**src/rtl/i2c_target_pkg.sv**
```systemverilog
// i2c_target_pkg: shared definitions for the I2C target register bank.
//   state_e          - protocol FSM states
//   RW_READ/RW_WRITE - values of the R/W bit in the address byte
//   ACK_BIT/NACK_BIT - SDA level in the acknowledge slot
package i2c_target_pkg;

  typedef enum logic [3:0] {
    ST_IDLE      = 4'd0,
    ST_ADDR      = 4'd1,
    ST_ADDR_ACK  = 4'd2,
    ST_PTR       = 4'd3,
    ST_PTR_ACK   = 4'd4,
    ST_WDATA     = 4'd5,
    ST_WDATA_ACK = 4'd6,
    ST_RDATA     = 4'd7,
    ST_RDATA_ACK = 4'd8,
    ST_WAIT_STOP = 4'd9
  } state_e;

  localparam logic RW_WRITE = 1'b0;
  localparam logic RW_READ  = 1'b1;
  localparam logic ACK_BIT  = 1'b0;
  localparam logic NACK_BIT = 1'b1;

endpackage

```
**src/rtl/i2c_sync_edge.sv**
```systemverilog
// i2c_sync_edge: brings the SDA/SCL pad levels into the clk_i domain and
// derives bus events from them.
//   clk_i, rst_ni  - system clock, async active-low reset
//   sda_i, scl_i   - raw pad levels
//   sda_o          - synchronized SDA level, aligned with the event outputs
//   scl_rise_o     - one-cycle pulse on a synchronized SCL rising edge
//   scl_fall_o     - one-cycle pulse on a synchronized SCL falling edge
//   start_o        - SDA fell while SCL high (START / repeated START)
//   stop_o         - SDA rose while SCL high (STOP)
// Stage [0],[1] form the 2-FF synchronizer, stage [2] is the edge stage;
// events are registered, so a pin change shows up as an event 3 clocks later.
module i2c_sync_edge (
  input  logic clk_i,
  input  logic rst_ni,
  input  logic sda_i,
  input  logic scl_i,
  output logic sda_o,
  output logic scl_rise_o,
  output logic scl_fall_o,
  output logic start_o,
  output logic stop_o
);

  logic [2:0] sda_q;
  logic [2:0] scl_q;

  // Synchronizer and edge pipeline; idle bus level is high.
  always_ff @(posedge clk_i or negedge rst_ni) begin
    if (!rst_ni) begin
      sda_q      <= 3'b111;
      scl_q      <= 3'b111;
      sda_o      <= 1'b1;
      scl_rise_o <= 1'b0;
      scl_fall_o <= 1'b0;
      start_o    <= 1'b0;
      stop_o     <= 1'b0;
    end else begin
      sda_q      <= {sda_q[1:0], sda_i};
      scl_q      <= {scl_q[1:0], scl_i};
      sda_o      <= sda_q[1];
      scl_rise_o <= scl_q[1] & ~scl_q[2];
      scl_fall_o <= ~scl_q[1] & scl_q[2];
      start_o    <= scl_q[1] & scl_q[2] & sda_q[2] & ~sda_q[1];
      stop_o     <= scl_q[1] & scl_q[2] & ~sda_q[2] & sda_q[1];
    end
  end

endmodule

```
**src/rtl/i2c_target_regs.sv**
```systemverilog
// i2c_target_regs: I2C target exposing NUM_REGS 8-bit registers to a bus
// initiator while fabric logic reads/writes them through a local port.
//   clk_clk, reset_reset_n               - clock, async active-low reset
//   i2c_serial_sda_in/scl_in             - pad levels
//   i2c_serial_sda_oe/scl_oe             - 1 pulls the line low (SCL never)
//   reg_wr_en/reg_addr/reg_wr_data       - local write port
//   reg_rd_data                          - combinational read of reg[reg_addr]
//   i2c_wr_strobe/i2c_wr_addr/i2c_wr_data- report of each bus-written byte
//   busy                                 - addressed transaction in progress
// Bus protocol: write = addr(W), pointer byte, data bytes; read = addr(R),
// data bytes from the persistent auto-incrementing pointer.
module i2c_target_regs
  import i2c_target_pkg::*;
#(
  parameter logic [6:0] TARGET_ADDR = 7'h42,
  parameter int         NUM_REGS    = 16,
  parameter int         AW          = $clog2(NUM_REGS)
) (
  input  logic          clk_clk,
  input  logic          reset_reset_n,
  input  logic          i2c_serial_sda_in,
  input  logic          i2c_serial_scl_in,
  output logic          i2c_serial_sda_oe,
  output logic          i2c_serial_scl_oe,
  input  logic          reg_wr_en,
  input  logic [AW-1:0] reg_addr,
  input  logic [7:0]    reg_wr_data,
  output logic [7:0]    reg_rd_data,
  output logic          i2c_wr_strobe,
  output logic [AW-1:0] i2c_wr_addr,
  output logic [7:0]    i2c_wr_data,
  output logic          busy
);

  logic sda_s, scl_rise_s, scl_fall_s, start_s, stop_s;

  i2c_sync_edge u_sync (
    .clk_i      (clk_clk),
    .rst_ni     (reset_reset_n),
    .sda_i      (i2c_serial_sda_in),
    .scl_i      (i2c_serial_scl_in),
    .sda_o      (sda_s),
    .scl_rise_o (scl_rise_s),
    .scl_fall_o (scl_fall_s),
    .start_o    (start_s),
    .stop_o     (stop_s)
  );

  state_e        state_q;
  logic [3:0]    bit_cnt_q;
  logic [6:0]    shift_q;    // received bits so far, or remaining read bits
  logic [AW-1:0] ptr_q;
  logic          rw_q;
  logic          sda_oe_q;
  logic          busy_q;
  logic          wr_strobe_q;
  logic [AW-1:0] wr_addr_q;
  logic [7:0]    wr_data_q;
  logic [7:0]    regs_q [NUM_REGS];

  logic [7:0] byte_s;
  logic [7:0] rd_byte_s;
  logic       bus_we_s;

  assign byte_s      = {shift_q, sda_s};
  assign rd_byte_s   = regs_q[ptr_q];
  assign reg_rd_data = regs_q[reg_addr];
  // START/STOP take priority over bit events, so a write is only committed
  // when the FSM really consumes the 8th data bit.
  assign bus_we_s = (state_q == ST_WDATA) && scl_rise_s && (bit_cnt_q == 4'd7)
                    && !start_s && !stop_s;

  assign i2c_serial_sda_oe = sda_oe_q;
  assign i2c_serial_scl_oe = 1'b0;
  assign i2c_wr_strobe     = wr_strobe_q;
  assign i2c_wr_addr       = wr_addr_q;
  assign i2c_wr_data       = wr_data_q;
  assign busy              = busy_q;

  // Register bank; the local write is applied last so it wins a collision.
  always_ff @(posedge clk_clk or negedge reset_reset_n) begin
    if (!reset_reset_n) begin
      for (int i = 0; i < NUM_REGS; i++) regs_q[i] <= 8'h00;
    end else begin
      if (bus_we_s) regs_q[ptr_q] <= byte_s;
      if (reg_wr_en) regs_q[reg_addr] <= reg_wr_data;
    end
  end

  // Protocol FSM with shifter, pointer and all registered bus-side outputs.
  always_ff @(posedge clk_clk or negedge reset_reset_n) begin
    if (!reset_reset_n) begin
      state_q     <= ST_IDLE;
      bit_cnt_q   <= 4'd0;
      shift_q     <= 7'd0;
      ptr_q       <= '0;
      rw_q        <= RW_WRITE;
      sda_oe_q    <= 1'b0;
      busy_q      <= 1'b0;
      wr_strobe_q <= 1'b0;
      wr_addr_q   <= '0;
      wr_data_q   <= 8'h00;
    end else begin
      wr_strobe_q <= 1'b0;
      if (stop_s) begin
        state_q   <= ST_IDLE;
        bit_cnt_q <= 4'd0;
        sda_oe_q  <= 1'b0;
        busy_q    <= 1'b0;
      end else if (start_s) begin
        state_q   <= ST_ADDR;
        bit_cnt_q <= 4'd0;
        sda_oe_q  <= 1'b0;
      end else begin
        case (state_q)
          ST_ADDR, ST_PTR, ST_WDATA: begin
            if (scl_rise_s) begin
              shift_q <= byte_s[6:0];
              if (bit_cnt_q == 4'd7) begin
                bit_cnt_q <= 4'd0;
                if (state_q == ST_ADDR) begin
                  if (byte_s[7:1] == TARGET_ADDR) begin
                    state_q <= ST_ADDR_ACK;
                    rw_q    <= byte_s[0];
                    busy_q  <= 1'b1;
                  end else begin
                    state_q <= ST_WAIT_STOP;
                    busy_q  <= 1'b0;
                  end
                end else if (state_q == ST_PTR) begin
                  ptr_q   <= byte_s[AW-1:0];
                  state_q <= ST_PTR_ACK;
                end else begin
                  wr_strobe_q <= 1'b1;
                  wr_addr_q   <= ptr_q;
                  wr_data_q   <= byte_s;
                  ptr_q       <= ptr_q + AW'(1);
                  state_q     <= ST_WDATA_ACK;
                end
              end else begin
                bit_cnt_q <= bit_cnt_q + 4'd1;
              end
            end
          end
          // First falling edge drives ACK, second one (after 9th clock) ends it.
          ST_ADDR_ACK, ST_PTR_ACK, ST_WDATA_ACK: begin
            if (scl_fall_s) begin
              if (!sda_oe_q) begin
                sda_oe_q <= 1'b1;
              end else begin
                bit_cnt_q <= 4'd0;
                if ((state_q == ST_ADDR_ACK) && (rw_q == RW_READ)) begin
                  state_q  <= ST_RDATA;
                  shift_q  <= rd_byte_s[6:0];
                  sda_oe_q <= ~rd_byte_s[7];
                end else if (state_q == ST_ADDR_ACK) begin
                  state_q  <= ST_PTR;
                  sda_oe_q <= 1'b0;
                end else begin
                  state_q  <= ST_WDATA;
                  sda_oe_q <= 1'b0;
                end
              end
            end
          end
          // bit_cnt_q counts bits the initiator has sampled.
          ST_RDATA: begin
            if (scl_rise_s) begin
              bit_cnt_q <= bit_cnt_q + 4'd1;
            end else if (scl_fall_s) begin
              if (bit_cnt_q == 4'd8) begin
                sda_oe_q <= 1'b0;
                state_q  <= ST_RDATA_ACK;
              end else begin
                sda_oe_q <= ~shift_q[6];
                shift_q  <= {shift_q[5:0], 1'b0};
              end
            end
          end
          ST_RDATA_ACK: begin
            if (scl_rise_s) begin
              if (sda_s == ACK_BIT) begin
                ptr_q <= ptr_q + AW'(1);
              end else begin
                state_q <= ST_WAIT_STOP;
                busy_q  <= 1'b0;
              end
            end else if (scl_fall_s) begin
              state_q   <= ST_RDATA;
              bit_cnt_q <= 4'd0;
              shift_q   <= rd_byte_s[6:0];
              sda_oe_q  <= ~rd_byte_s[7];
            end
          end
          default: begin
            sda_oe_q <= 1'b0;
          end
        endcase
      end
    end
  end

endmodule
```
**config.mk**
```make
export PLATFORM = sky130hd
export DESIGN_NAME = i2c_target_regs
export DESIGN_NICKNAME = d
export VERILOG_FILES = /design/src/rtl/i2c_target_pkg.sv /design/src/rtl/i2c_sync_edge.sv /design/src/rtl/i2c_target_regs.sv
export SDC_FILE = /design/constraint.sdc
export NUM_CORES = 1
export LEC_CHECK = 0
export CORE_MARGIN = 2
export CORE_UTILIZATION = 40
export CTS_CLUSTER_SIZE = 14
export DETAILED_ROUTE_END_ITERATION = 16
export SKIP_LAST_GASP = 1
export SYNTH_ARGS = -nofsm -noshare
export SYNTH_HDL_FRONTEND = slang
export SYNTH_HIERARCHICAL = 1
export SYNTH_SLANG_ARGS = --single-unit
```
**constraint.sdc**
```tcl
create_clock -name clk_clk -period 2.6 [get_ports clk_clk]
set_input_delay 0.39 -clock clk_clk [delete_from_list [all_inputs] [get_ports clk_clk]]
set_output_delay 0.39 -clock clk_clk [all_outputs]
set_load 0.005 [all_outputs]
```
==> out/results.tsv <==
stage	metric	value	unit
global_route	grt_overflow	0	
synth	ys_top_cells_by_count	dfrtp_1 (167), mux2i_1 (167), nor2_1 (102), a21oi_1 (89), nand2_1 (69)	
synth	synth_warnings	6	
die	die-area	27900	um2
worst_setup_path	start_kind	flip-flop	
sta	relSlewSlack	42.1	%
synth	yosysTopAreaCell	dfrtp_1	
routing	first_pass_iters	6	
worst_setup_path	crit_slowest_cell	mux4_2	
routing	viasPerCell	6.19	
worst_setup_path	crit_buf_inv	1	
routing	dr.first_iter.drc_count	1226	
global_route	grt_use_total	26.5	%
place	placed_cell_area	11700	um2
routing	wire_per_inst	25.8	um
place	dp_cells	1361	
synth	synth_area_leaders	dfrtp_1 (39%), mux2i_1 (16%), mux4_2 (12%)	
clock_tree	path_clk_slew	0.08	ns
sta	max_slew.worst_pin.slew	0.861	ns
cells_and_area	multi_input_area	5820	um2
power_and_ir_drop	power.total	11.5	mW
worst_setup_path	cp.required	2.21	ns
place	port_buffers	39	
sta	finClkSkew	0.0192	ns
sta	rsz0062_at_grt	false	
place	hpwl	25.2	mm
global_route	grt_max_degree	61	
synth	synthDistinctLibCells	66	
sta	setup_viol	0	
clock_tree	cts_max_path_buffers	2	
place	gp_congestion	0.960	
die	fp.dieH	167	um
clock_tree	cts_tree	yes	
synth	synth_edf_count	0	
die	core_area	26100	um2
cells_and_area	drive_gt1_share	21.4	%
sta	fmax	389	MHz
synth	syn_avg_cell_area	10.5	um2
power_and_ir_drop	leakagePower	4.92	nW
cells_and_area	layout.area.seq	4340	um2
routing	vias	8716	
cells_and_area	layout.nets	1083	
cells_and_area	fillers	2402	
sta	layout_min_cycle_time	2.57	ns
worst_setup_path	critPathArrivalTime	2.18	ns
routing	drc_errors	0	
worst_setup_path	cpLargestDelayFamily	multiplexers	
power_and_ir_drop	ir_worst_vdd	0.531	mV
global_route	grt_pass1_vias	8321	
synth	syn-num-nets	1039	
sta	tns	0	ns
global_route	grt_first_pass_wirelength	54.9	mm
cells_and_area	area_delta_synth_final	17.2	%
worst_setup_path	cp-end-kind	primary output	
die	ios	41	
worst_hold_path	hold_path_class	in -> reg	
worst_setup_path	cpMostUsedCell	mux4_2	
worst_setup_path	slowest_delay	0.51	ns
worst_setup_path	cp_max_fo	2	
die	std_cell_rows	59	
synth	seq_area_frac_synth	40.8	%
synth	synth_top_area_share	39.3	%
worst_setup_path	crit_type	reg -> out	
run	drv_cap	0	
synth	synth-seq-cells	173	
cells_and_area	final_util	47.8	%
routing	wirelength	36.4	mm
cells_and_area	stdcell_area	12500	um2
synth	syn_area	10600	um2
synth	syn_inst	1016	
clock_tree	insertion_delay	0.45	ns
cells_and_area	fin_cells	1409	
die	die_w	167	um
run_status	status	completed	
clock_tree	cts_sinks	173	
synth	yosys_most_used_dff	dfrtp_1	
worst_setup_path	path_cells	mux4_2 -> mux4_2 -> dlygate4sd2_1	
routing	antenna_left	0	
sta	min_period_over_period	98.8	%
clock_tree	htreeDepth	4	
die	floorplan.initialDensity	40.8	%
clock_tree	cts_root_buf	clkbuf_16	
global_route	antenna_found_initial	1	
clock_tree	cts_buffers	17	
sta	drv_slew	0	
power_and_ir_drop	powerDensity	920	nW/um2
synth	synthArstFlopShare	100	%
sta	hold_violations	0	
-- layout make-up --
type,instances,area share (%)
clock inverter,15,1.56
inverter,11,0.331
timing repair buffer,130,9.77
multi-input combinational,727,46.7
antenna,1,0.0201
sequential,173,34.8
clock buffer,17,3.41
tap,335,3.36
-- cells in the final DEF (no fill, tap or decap), types with 22 or more instances in the layout --
master,count
clkdlybuf4s50_1,28
o21ai_1,34
mux2i_1,167
nor2_1,102
buf_4,78
o21ai_0,31
mux2_2,22
nand2_1,69
dfrtp_1,162
mux4_2,58
a21oi_1,89
-- power by group --
group / switching [mW] / internal, mW
Clock: 1.35 / 1.31
Combinational: 2.57 / 2.15
Sequential: 0.832 / 3.26
-- through the flow --
stage               hold slack (ns)  setup WS [ns]
floorplan                    0.0944         0.0814
global placement              0.332        -0.0821
detailed placement            0.334        -0.0742
CTS                           0.333         -0.162
global route                  0.328         0.0160
finish                        0.342         0.0307
-- worst register-to-register path: cells and delay by family (launching register included) --
family                 cells  cell delay [ns]
AND/OR/NAND/NOR            3             1.13
buffers and inverters      1             0.22
AO/OA/AOI/OAI              2             0.47
flip-flops                 1             0.58
-- flip-flops by register name (all words and copies together), names as in the netlist, 2 cells and up --
signal / flops
state_q: 4
bit_cnt_q: 4
regs_q: 128
ptr_q: 4
shift_q: 7
u_sync/scl_q: 3
u_sync/sda_q: 2
i2c_wr_addr: 4
i2c_wr_data: 8
-- path summary, 6_finish.rpt --
check,from,end,slack [ns],cells after the start
setup / recovery,regs_q[12],reg_rd_data[4],0.03,3
hold / removal,i2c_serial_scl_in,u_sync/scl_q[0],0.34,1
setup reg to reg,state_q[3],state_q[2],0.10,6
hold reg to reg,u_sync/scl_q[0],u_sync/scl_q[1],0.36,0
max in group asynchronous,reset_reset_n,u_sync/sda_q[1],1.47,3
min in group asynchronous,reset_reset_n,regs_q[117],0.43,2
-- per-layer routing --
metal	wire [um]	track usage (%)
met5	0	0
met3	2920	5.58
met4	1370	8.73
met1	14900	35.3
met2	17200	43.2
-- logic make-up after synthesis --
group | synth area share [%]
flops | 40.8
buf+inv | 4.74
mux | 30.3
other cells | 0.0353
compound gates | 11.6
xor+xnor | 0.0824
fa+ha+maj | 0.706
simple gates | 11.7
-- what timing repair did --
action / CTS / global route
hold endpoints to repair: 30 / 0
hold buffers: 1 / 0
resized for setup: 10 / 7
setup buffers: 13 / 1
setup endpoints to repair: 8 / 6
Note: power is estimated with default switching activity, not from simulation.
